## config.mk

```make
export PLATFORM = sky130hd
export DESIGN_NAME = layer0_feature_packer
export DESIGN_NICKNAME = d
export VERILOG_FILES = /design/src/rtl/layer0_feature_packer.sv
export SDC_FILE = /design/constraint.sdc
export NUM_CORES = 1
export LEC_CHECK = 0
export BUFFER_PORTS_ARGS = -buffer_cell sky130_fd_sc_hd__buf_2
export CORE_AREA = 4 4 118 120
export CTS_CLUSTER_SIZE = 14
export DETAILED_ROUTE_END_ITERATION = 12
export DIE_AREA = 0 0 122 124
export GPL_TIMING_DRIVEN = 0
export PLACE_DENSITY = 0.78
export SYNTH_ARGS = -nofsm -noshare
export SYNTH_HDL_FRONTEND = slang
export SYNTH_SLANG_ARGS = --single-unit
```

## constraint.sdc

```tcl
create_clock -name clk -period 4.1 [get_ports clk]
set_clock_uncertainty 0.1 [all_clocks]
set_input_delay 0.615 -clock clk [delete_from_list [all_inputs] [get_ports clk]]
set_output_delay 0.615 -clock clk [all_outputs]
set_load 0.01 [all_outputs]
```

## src/rtl/layer0_feature_packer.sv

```systemverilog
// Collects quantized features one per beat and presents each completed flat
// vector to the layer-0 neurons on a registered valid/ready output.
module layer0_feature_packer #(
  parameter int NUM_FEATURES = 32,
  parameter int FEAT_BW      = 2,
  localparam int VEC_BW      = NUM_FEATURES * FEAT_BW
) (
  input  logic              clk,
  input  logic              rst_n,
  input  logic              s_valid,
  output logic              s_ready,
  input  logic [FEAT_BW-1:0] s_data,
  input  logic              s_last,
  output logic              m_valid,
  input  logic              m_ready,
  output logic [VEC_BW-1:0] m_data,
  output logic              frame_err,
  output logic [15:0]       vec_count,
  output logic [7:0]        err_count
);

  // state   | meaning
  // COLLECT | accepting beats into the collect register
  // HOLD    | complete vector parked, waiting for the output slot to free
  typedef enum logic {COLLECT, HOLD} state_t;

  localparam int IW = (NUM_FEATURES > 1) ? $clog2(NUM_FEATURES) : 1;
  localparam logic [IW-1:0] LAST_IDX = IW'(NUM_FEATURES - 1);

  state_t            state;
  logic [IW-1:0]     idx;
  logic [VEC_BW-1:0] coll;
  logic [VEC_BW-1:0] final_vec;
  logic              at_end;
  logic              beat;
  logic              bad_frame;
  logic              slot_free;
  logic              consume;

  assign s_ready   = (state == COLLECT);
  assign beat      = s_valid && (state == COLLECT);
  assign at_end    = (idx == LAST_IDX);
  assign bad_frame = s_last ^ at_end;
  assign consume   = m_valid && m_ready;
  assign slot_free = !m_valid || m_ready;

  // Final beat merged into the collect register so it can bypass straight out.
  always_comb begin
    final_vec = coll;
    final_vec[(NUM_FEATURES-1)*FEAT_BW +: FEAT_BW] = s_data;
  end

  always_ff @(posedge clk or negedge rst_n) begin
    if (!rst_n) begin
      state     <= COLLECT;
      idx       <= '0;
      coll      <= '0;
      m_valid   <= 1'b0;
      m_data    <= '0;
      frame_err <= 1'b0;
      vec_count <= '0;
      err_count <= '0;
    end else begin
      frame_err <= 1'b0;
      if (consume) begin
        m_valid   <= 1'b0;
        vec_count <= vec_count + 16'd1;
      end

      case (state)
        COLLECT: begin
          if (beat) begin
            if (bad_frame) begin
              idx       <= '0;
              frame_err <= 1'b1;
              if (err_count != 8'hFF) err_count <= err_count + 8'd1;
            end else if (at_end) begin
              if (slot_free) begin
                m_data  <= final_vec;
                m_valid <= 1'b1;
                idx     <= '0;
              end else begin
                coll  <= final_vec;
                state <= HOLD;
              end
            end else begin
              coll[idx*FEAT_BW +: FEAT_BW] <= s_data;
              idx <= idx + 1'b1;
            end
          end
        end
        HOLD: begin
          if (slot_free) begin
            m_data  <= coll;
            m_valid <= 1'b1;
            idx     <= '0;
            state   <= COLLECT;
          end
        end
        default: state <= COLLECT;
      endcase
    end
  end

endmodule
```

==> impl_metrics.ini, run 1 <==
[run]
max_cap_violations = 0

[yosys]
synthTopCellsByCount = sky130_fd_sc_hd__dfrtp_1, sky130_fd_sc_hd__mux2_2, sky130_fd_sc_hd__nand2_1
ys_warns = 0
yosysMostFrequentCell = sky130_fd_sc_hd__dfrtp_1
synth.avg_cell_area_sq_um = 11.5
synth.ff_latch_count = 160
synth_nets = 638
synth-async-reset-ratio_pct = 100
post_synth_main_area_contributors = sky130_fd_sc_hd__dfrtp_1, sky130_fd_sc_hd__mux2_2, sky130_fd_sc_hd__o21ai_0
synth_edf_count = 0
synth_top_area_cell = sky130_fd_sc_hd__dfrtp_1
synth_sequential_area_ratio_pct = 55.6
synth_largest_type_area_fraction_pct = 55.6
netlist-cell-type-count = 63
synth_area_sq_um = 7200
ys.flop_type = sky130_fd_sc_hd__dfrtp_1
synthCells = 624

[drt]
route.final.wire_length_mm = 18.6
initialDrtViolationCount = 399
length_of_the_first_detailed_routing_pass_in_iterations = 5
post-route-drc-count = 0
route.vias.total = 5613
wl_per_cell_um = 20.1
post_drt_via_cell_ratio = 6.05
antenna_left = 0

[sta]
grt_setup_unrepaired = false
finalCriticalPeriod_ns = 3.82
setup-violations-final = 0
final.period_utilization_pct = 93.1
fmaxAchievable_mhz = 262
timing_hold_violations_final = 0
timing.final.max_slew_violations = 0
maxSlewHeadroom_pct = 48.3
tightestPinTransition_ns = 0.770
timing.final.ws_setup_ns = 0.285

[worst_setup_path]
reg2reg_setup_slack_ns = 0.28
cp_data_required_time_ns = 4.28
critPathMaxFanout = 10
timing.setup.critical_path_class = flip-flop to flip-flop
critPathArrivalTime_ns = 4.00
worst_setup_path_end_kind = flip-flop
launching_element_type_of_the_critical_path = flip-flop

[die]
die_h_um = 124
placement_rows = 42
ioPinCount = 98
core-area_sq_um = 13000
effective_utilization_at_floorplan_pct = 55.5
die-area_sq_um = 15100
die_width_um = 122

[global_routing]
vias_in_the_first_global_route = 5652
global_route_total_usage_across_every_layer_pct = 25.8
wire_length_of_the_first_global_routing_pass_mm = 29.7
grt_antenna_before_repair = 0
maximum_number_of_pins_on_one_net_before_global_route_repair = 101
gr-total-overflow = 0

[clock_tree]
clk_path_buf_depth = 2
clk_pin_slew_worst_paths_ns = 0.06
maximum_level_of_the_cts_h_tree = 4
clock-root-buffer = sky130_fd_sc_hd__clkbuf_16
clkSinkCount = 160
clock_buffer_count_from_cts = 17
clock_latency_late_sink_ns = 0.42
ctsHoldBuffers = 0
cts_tree = built
cts.repair_timing.setup_buffer_count = 0

[place]
dp_worst_setup_slack_ns = -0.328
io_buffers = 97
place.detailed.hpwl_mm = 13.5
place_congestion = 0.915
postPlaceCellArea_sq_um = 7940

[worst_hold_path]
hold_path.class = input pin to asynchronous set/reset pin

[power]
vdd_drop_max_v = 0.000404
leakagePower_nw = 4.27
finalPower_mw = 3.71
powerDensity_nw_per_um2 = 433

[run_status]
status = finished, final reports clean

[final_layout]
synthToLayoutAreaGrowth_pct = 18.9
layout-drive-gt1-share_pct = 29.5
post-route-cell-area_sq_um = 8560
final_net_count = 753
n_antenna_cell = 0
==> critical path, cell delays in order, from the launching register on <==
cell and delay (ns):
sky130_fd_sc_hd__dfrtp_1 0.40, sky130_fd_sc_hd__buf_2 0.25, sky130_fd_sc_hd__and3_2 0.21, sky130_fd_sc_hd__ha_2 0.35, sky130_fd_sc_hd__inv_1 0.18, sky130_fd_sc_hd__clkbuf_2 0.27, sky130_fd_sc_hd__ha_1 0.37, sky130_fd_sc_hd__or3b_2 0.52
sky130_fd_sc_hd__a21o_1 0.21, sky130_fd_sc_hd__or4_1 0.58, sky130_fd_sc_hd__nand3_1 0.12, sky130_fd_sc_hd__o211ai_1 0.10
==> per-stage QoR <==
| stage | std cells | util (%) | hold slack (ns) | TNS (ns) |
|---|---|---|---|---|
| after floorplan | 624 | - | 0.219 | 0 |
| after global placement | 897 | 60.9 | 0.356 | -16.19 |
| after detailed placement | 898 | 61.2 | 0.363 | -17.67 |
| after CTS | 928 | 65.9 | 0.0754 | 0 |
| after global routing | 928 | 65.9 | 0.0914 | 0 |
| final | 928 | 65.9 | 0.0641 | 0 |
==> worst paths after layout <==
kind,startpoint,endpoint,cells after the start
setup / recovery,idx[3]$_DFFE_PN0N_,coll[62]$_DFFE_PN0P_,11
hold / removal,rst_n,m_data[25]$_DFFE_PN0P_,1
setup reg to reg,idx[3]$_DFFE_PN0N_,coll[62]$_DFFE_PN0P_,11
hold reg to reg,vec_count[15]$_DFFE_PN0P_,vec_count[15]$_DFFE_PN0P_,1
max in group asynchronous,rst_n,vec_count[1]$_DFFE_PN0P_,2
min in group clk,vec_count[15]$_DFFE_PN0P_,vec_count[15]$_DFFE_PN0P_,1
==> sequential cells by signal, summed over array words and instances (netlist names) <==
signal,count
coll,64
m_data,64
vec_count,16
err_count,8
idx,5
frame_err,1
m_valid,1
state,1
==> area by class of cell <==
cell class,count,area (sq um)
multi-input cells,412,2960
clock buffers,23,468
clock inverters,9,155
flip-flops and latches,160,4000
inverters,16,60.1
repair buffers,98,519
plain buffers,34,169
well taps,176,220
fillers,1039,4420
==> metal layers <==
layer  global-route usage, %  wire (um)  vias to the layer above
met1                    34.5       7930                     2832
li1                        -          -                     2519
met2                    41.3       8780                      227
met3                    6.18       1450                       35
met4                    9.73        448                        0
met5                       0          0                        -
==> kinds of logic after synthesis <==
group,Yosys count,synth area share (%)
AND/OR/NAND/NOR,183,13.9
AO/OA/AOI/OAI,131,12.8
adder cells (fa/ha/maj),7,1.22
flip-flops,160,55.6
multiplexers,67,10.3
XOR/XNOR,24,2.92
buffers and inverters,52,3.27
==> where the power goes <==
| part | leakage [nW] | total [mW] | switching, mW | internal, mW |
|---|---|---|---|---|
| Clock | 0.302 | 1.67 | 0.615 | 1.05 |
| Sequential | 2.17 | 1.66 | 0.0411 | 1.62 |
| Combinational | 1.80 | 0.383 | 0.263 | 0.119 |
| Total | 4.27 | 3.71 | 0.919 | 2.79 |
==> cells in the final DEF (no fill, tap or decap), drive strengths merged, types with 14 or more instances in the layout <==
cell type / count
mux2: 59
buf: 115
nand4: 14
a22o: 20
dfrtp: 160
nor2: 30
inv: 17
nand2: 47
clkbuf: 40
xnor2: 20
o21ai: 47
nor3: 17
nand3: 24
==> what timing repair did <==
item / 4_1_cts / 5_1_grt
pin swaps: 0 / 0
endpoints found under the setup margin: 68 / 68
cloned: 0 / 0
hold endpoints to repair: 0 / 0
resized for setup: 1 / 3
No activity file was read; power rests on OpenSTA's default activity.
==> run 2: changes to the inputs <==
Settings changed: CORE_AREA 4 4 118 120 to 5 5 119 121, DIE_AREA 0 0 122 124 to 0 0 124 126, PLACE_DENSITY 0.78 to 0.75, REMOVE_ABC_BUFFERS set to 1.
==> run 2 against run 1 <==
  * Clock power fell by 5%
  * Power fell by 2.8%
  * Routed wire length fell by 2.4%
  * Via count fell by 3.7%
  * Hold slack improved by 0.024 ns
  * Cell count fell by 3.0%
  * Global-route usage fell by 1.8 points
  * Highest routed layer unchanged
==> impl_metrics.ini, run 2 (synthesis results as in run 1) <==
[run_status]
status = finished, final reports clean

[die]
die_width_um = 124
effective_utilization_at_floorplan_pct = 55.5
die-area_sq_um = 15600
placement_rows = 42
die_h_um = 126
core-area_sq_um = 13000
ioPinCount = 98

[power]
powerDensity_nw_per_um2 = 427
finalPower_mw = 3.60
leakagePower_nw = 4.21
vdd_drop_max_v = 0.000239

[drt]
route.final.wire_length_mm = 18.2
antenna_left = 0
initialDrtViolationCount = 439
post-route-drc-count = 0
length_of_the_first_detailed_routing_pass_in_iterations = 5
wl_per_cell_um = 20.2
route.vias.total = 5407
post_drt_via_cell_ratio = 6.01

[clock_tree]
clk_path_buf_depth = 2
clk_pin_slew_worst_paths_ns = 0.06
clock_buffer_count_from_cts = 17
clkSinkCount = 160
clock-root-buffer = sky130_fd_sc_hd__clkbuf_16
ctsHoldBuffers = 0
maximum_level_of_the_cts_h_tree = 4
cts_tree = built
clock_latency_late_sink_ns = 0.43

[place]
place_congestion = 0.858
io_buffers = 97
post-place-cells = 862
place.detailed.hpwl_mm = 12.1

[final_layout]
instances_no_fill = 900
largest_registers = coll: 64 flops, m_data: 64 flops, vec_count: 16 flops
layout-drive-gt1-share_pct = 29.7
commonest_non_fill_non_tap_cell_in_the_layout = sky130_fd_sc_hd__dfrtp_1
n_antenna_cell = 0
synthToLayoutAreaGrowth_pct = 17.3
final_net_count = 726
final_cell_mix = sky130_fd_sc_hd__dfrtp_1, sky130_fd_sc_hd__buf_2, sky130_fd_sc_hd__mux2_2, sky130_fd_sc_hd__nand2_1, sky130_fd_sc_hd__o21ai_0

[sta]
tightestPinTransition_ns = 1.14
fmaxAchievable_mhz = 261
fin_tns_setup_ns = 0
timing_hold_violations_final = 0
final.period_utilization_pct = 93.3
setup-violations-final = 0
finalCriticalPeriod_ns = 3.82
grt_setup_unrepaired = false
timing.final.max_slew_violations = 0
whs_ns = 0.0882
maxSlewHeadroom_pct = 21.9

[worst_setup_path]
cp_data_required_time_ns = 4.28
critPathMaxFanout = 28
path_common_cell = sky130_fd_sc_hd__ha_1
worst_setup_path_end_kind = flip-flop
critPathArrivalTime_ns = 4.01
launching_element_type_of_the_critical_path = flip-flop
timing.setup.critical_path_class = flip-flop to flip-flop
cp_cell_sequence = ha_1 -> and3_2 -> ha_4 -> clkinvlp_4 -> ha_1 -> or3b_2 -> a21o_1 -> or4_1 -> nand3_1 -> o211ai_1
reg2reg_setup_slack_ns = 0.28
cp_slowest_stage_delay_ns = 0.65
critPathSlowestCell = sky130_fd_sc_hd__dfrtp_1
regToRegStartpoint = idx[1]$_DFFE_PN0N_
regToRegEndpoint = coll[62]$_DFFE_PN0P_
reg2regPathDepth = 10

[worst_hold_path]
hold_path.class = input pin to asynchronous set/reset pin

[global_routing]
global_route_total_usage_across_every_layer_pct = 24.0
vias_in_the_first_global_route = 5449
gr-total-overflow = 0
wire_length_of_the_first_global_routing_pass_mm = 28.9
grt_antenna_before_repair = 0
maximum_number_of_pins_on_one_net_before_global_route_repair = 89

[run]
max_cap_violations = 0
==> run 2: changes by cell type in the layout (fill, tap and decap cells not counted), sizes merged <==
| cell | delta |
|---|---|
| clkbuf | -19 |
| buf | -12 |
| clkinv | +2 |
| clkinvlp | +2 |
| inv | -2 |
| nand2b | +2 |
| bufinv | -1 |
==> run 2: worst max-delay path, delay by kind of cell (launching register included) <==
| family | cells | cell delay, ns |
|---|---|---|
| AND/OR/NAND/NOR | 4 | 1.42 |
| adder cells (fa/ha/maj) | 3 | 0.99 |
| flip-flops | 1 | 0.65 |
| AO/OA/AOI/OAI | 2 | 0.31 |
| buffers and inverters | 1 | 0.20 |
==> run 2: timing repair <==
| item | CTS | global route |
|---|---|---|
| pin swaps | 1 | 0 |
| setup buffers | 3 | 2 |
| setup endpoints to repair | 140 | 68 |
| resized for setup | 4 | 3 |
| cloned | 0 | 2 |
==> run 2: layout make-up <==
| class | count | area [sq um] |
|---|---|---|
| inverters | 16 | 63.8 |
| multi-input cells | 414 | 3010 |
| clock inverters | 10 | 138 |
| clock buffers | 21 | 450 |
| fillers | 1050 | 4540 |
| flip-flops and latches | 160 | 4010 |
| repair buffers | 103 | 557 |
| well taps | 176 | 220 |
==> run 2: metal layers <==
| metal | vias to the layer above | global-route usage, % | wire length (um) |
|---|---|---|---|
| li1 | 2464 | - | - |
| met1 | 2731 | 33.0 | 7830 |
| met2 | 183 | 38.7 | 9030 |
| met3 | 29 | 4.62 | 1010 |
| met4 | 0 | 7.60 | 302 |
| met5 | - | 0 | 0 |
==> run 2: worst max path at each step <==
stage	slack (ns)	endpoint	from
after floorplan	-0.74	m_data[0]$_DFFE_PN0P_	idx[0]$_DFFE_PN0N_
after CTS	0.03	coll[17]$_DFFE_PN0P_	idx[0]$_DFFE_PN0N_
after global routing	0.17	coll[62]$_DFFE_PN0P_	idx[1]$_DFFE_PN0N_
after detailed placement	-0.95	coll[24]$_DFFE_PN0P_	idx[0]$_DFFE_PN0N_
after global placement	-2.30	m_data[11]$_DFFE_PN0P_	idx[0]$_DFFE_PN0N_
final	0.28	coll[62]$_DFFE_PN0P_	idx[1]$_DFFE_PN0N_
==> run 2: metrics by stage <==
step	instance area (sq um)	worst slack (ns)	utilization, %
after floorplan	7020	-0.745	-
after global placement	7730	-2.30	59.5
after detailed placement	7770	-0.949	59.9
after CTS	8400	0.0274	64.7
after global routing	8440	0.173	65.0
final	8440	0.275	65.0
==> run 2: where the power goes <==
group	total (mW)	internal, mW	switching (mW)
Sequential	1.67	1.62	0.0555
Clock	1.58	0.968	0.612
Combinational	0.353	0.111	0.242
Total	3.60	2.69	0.910
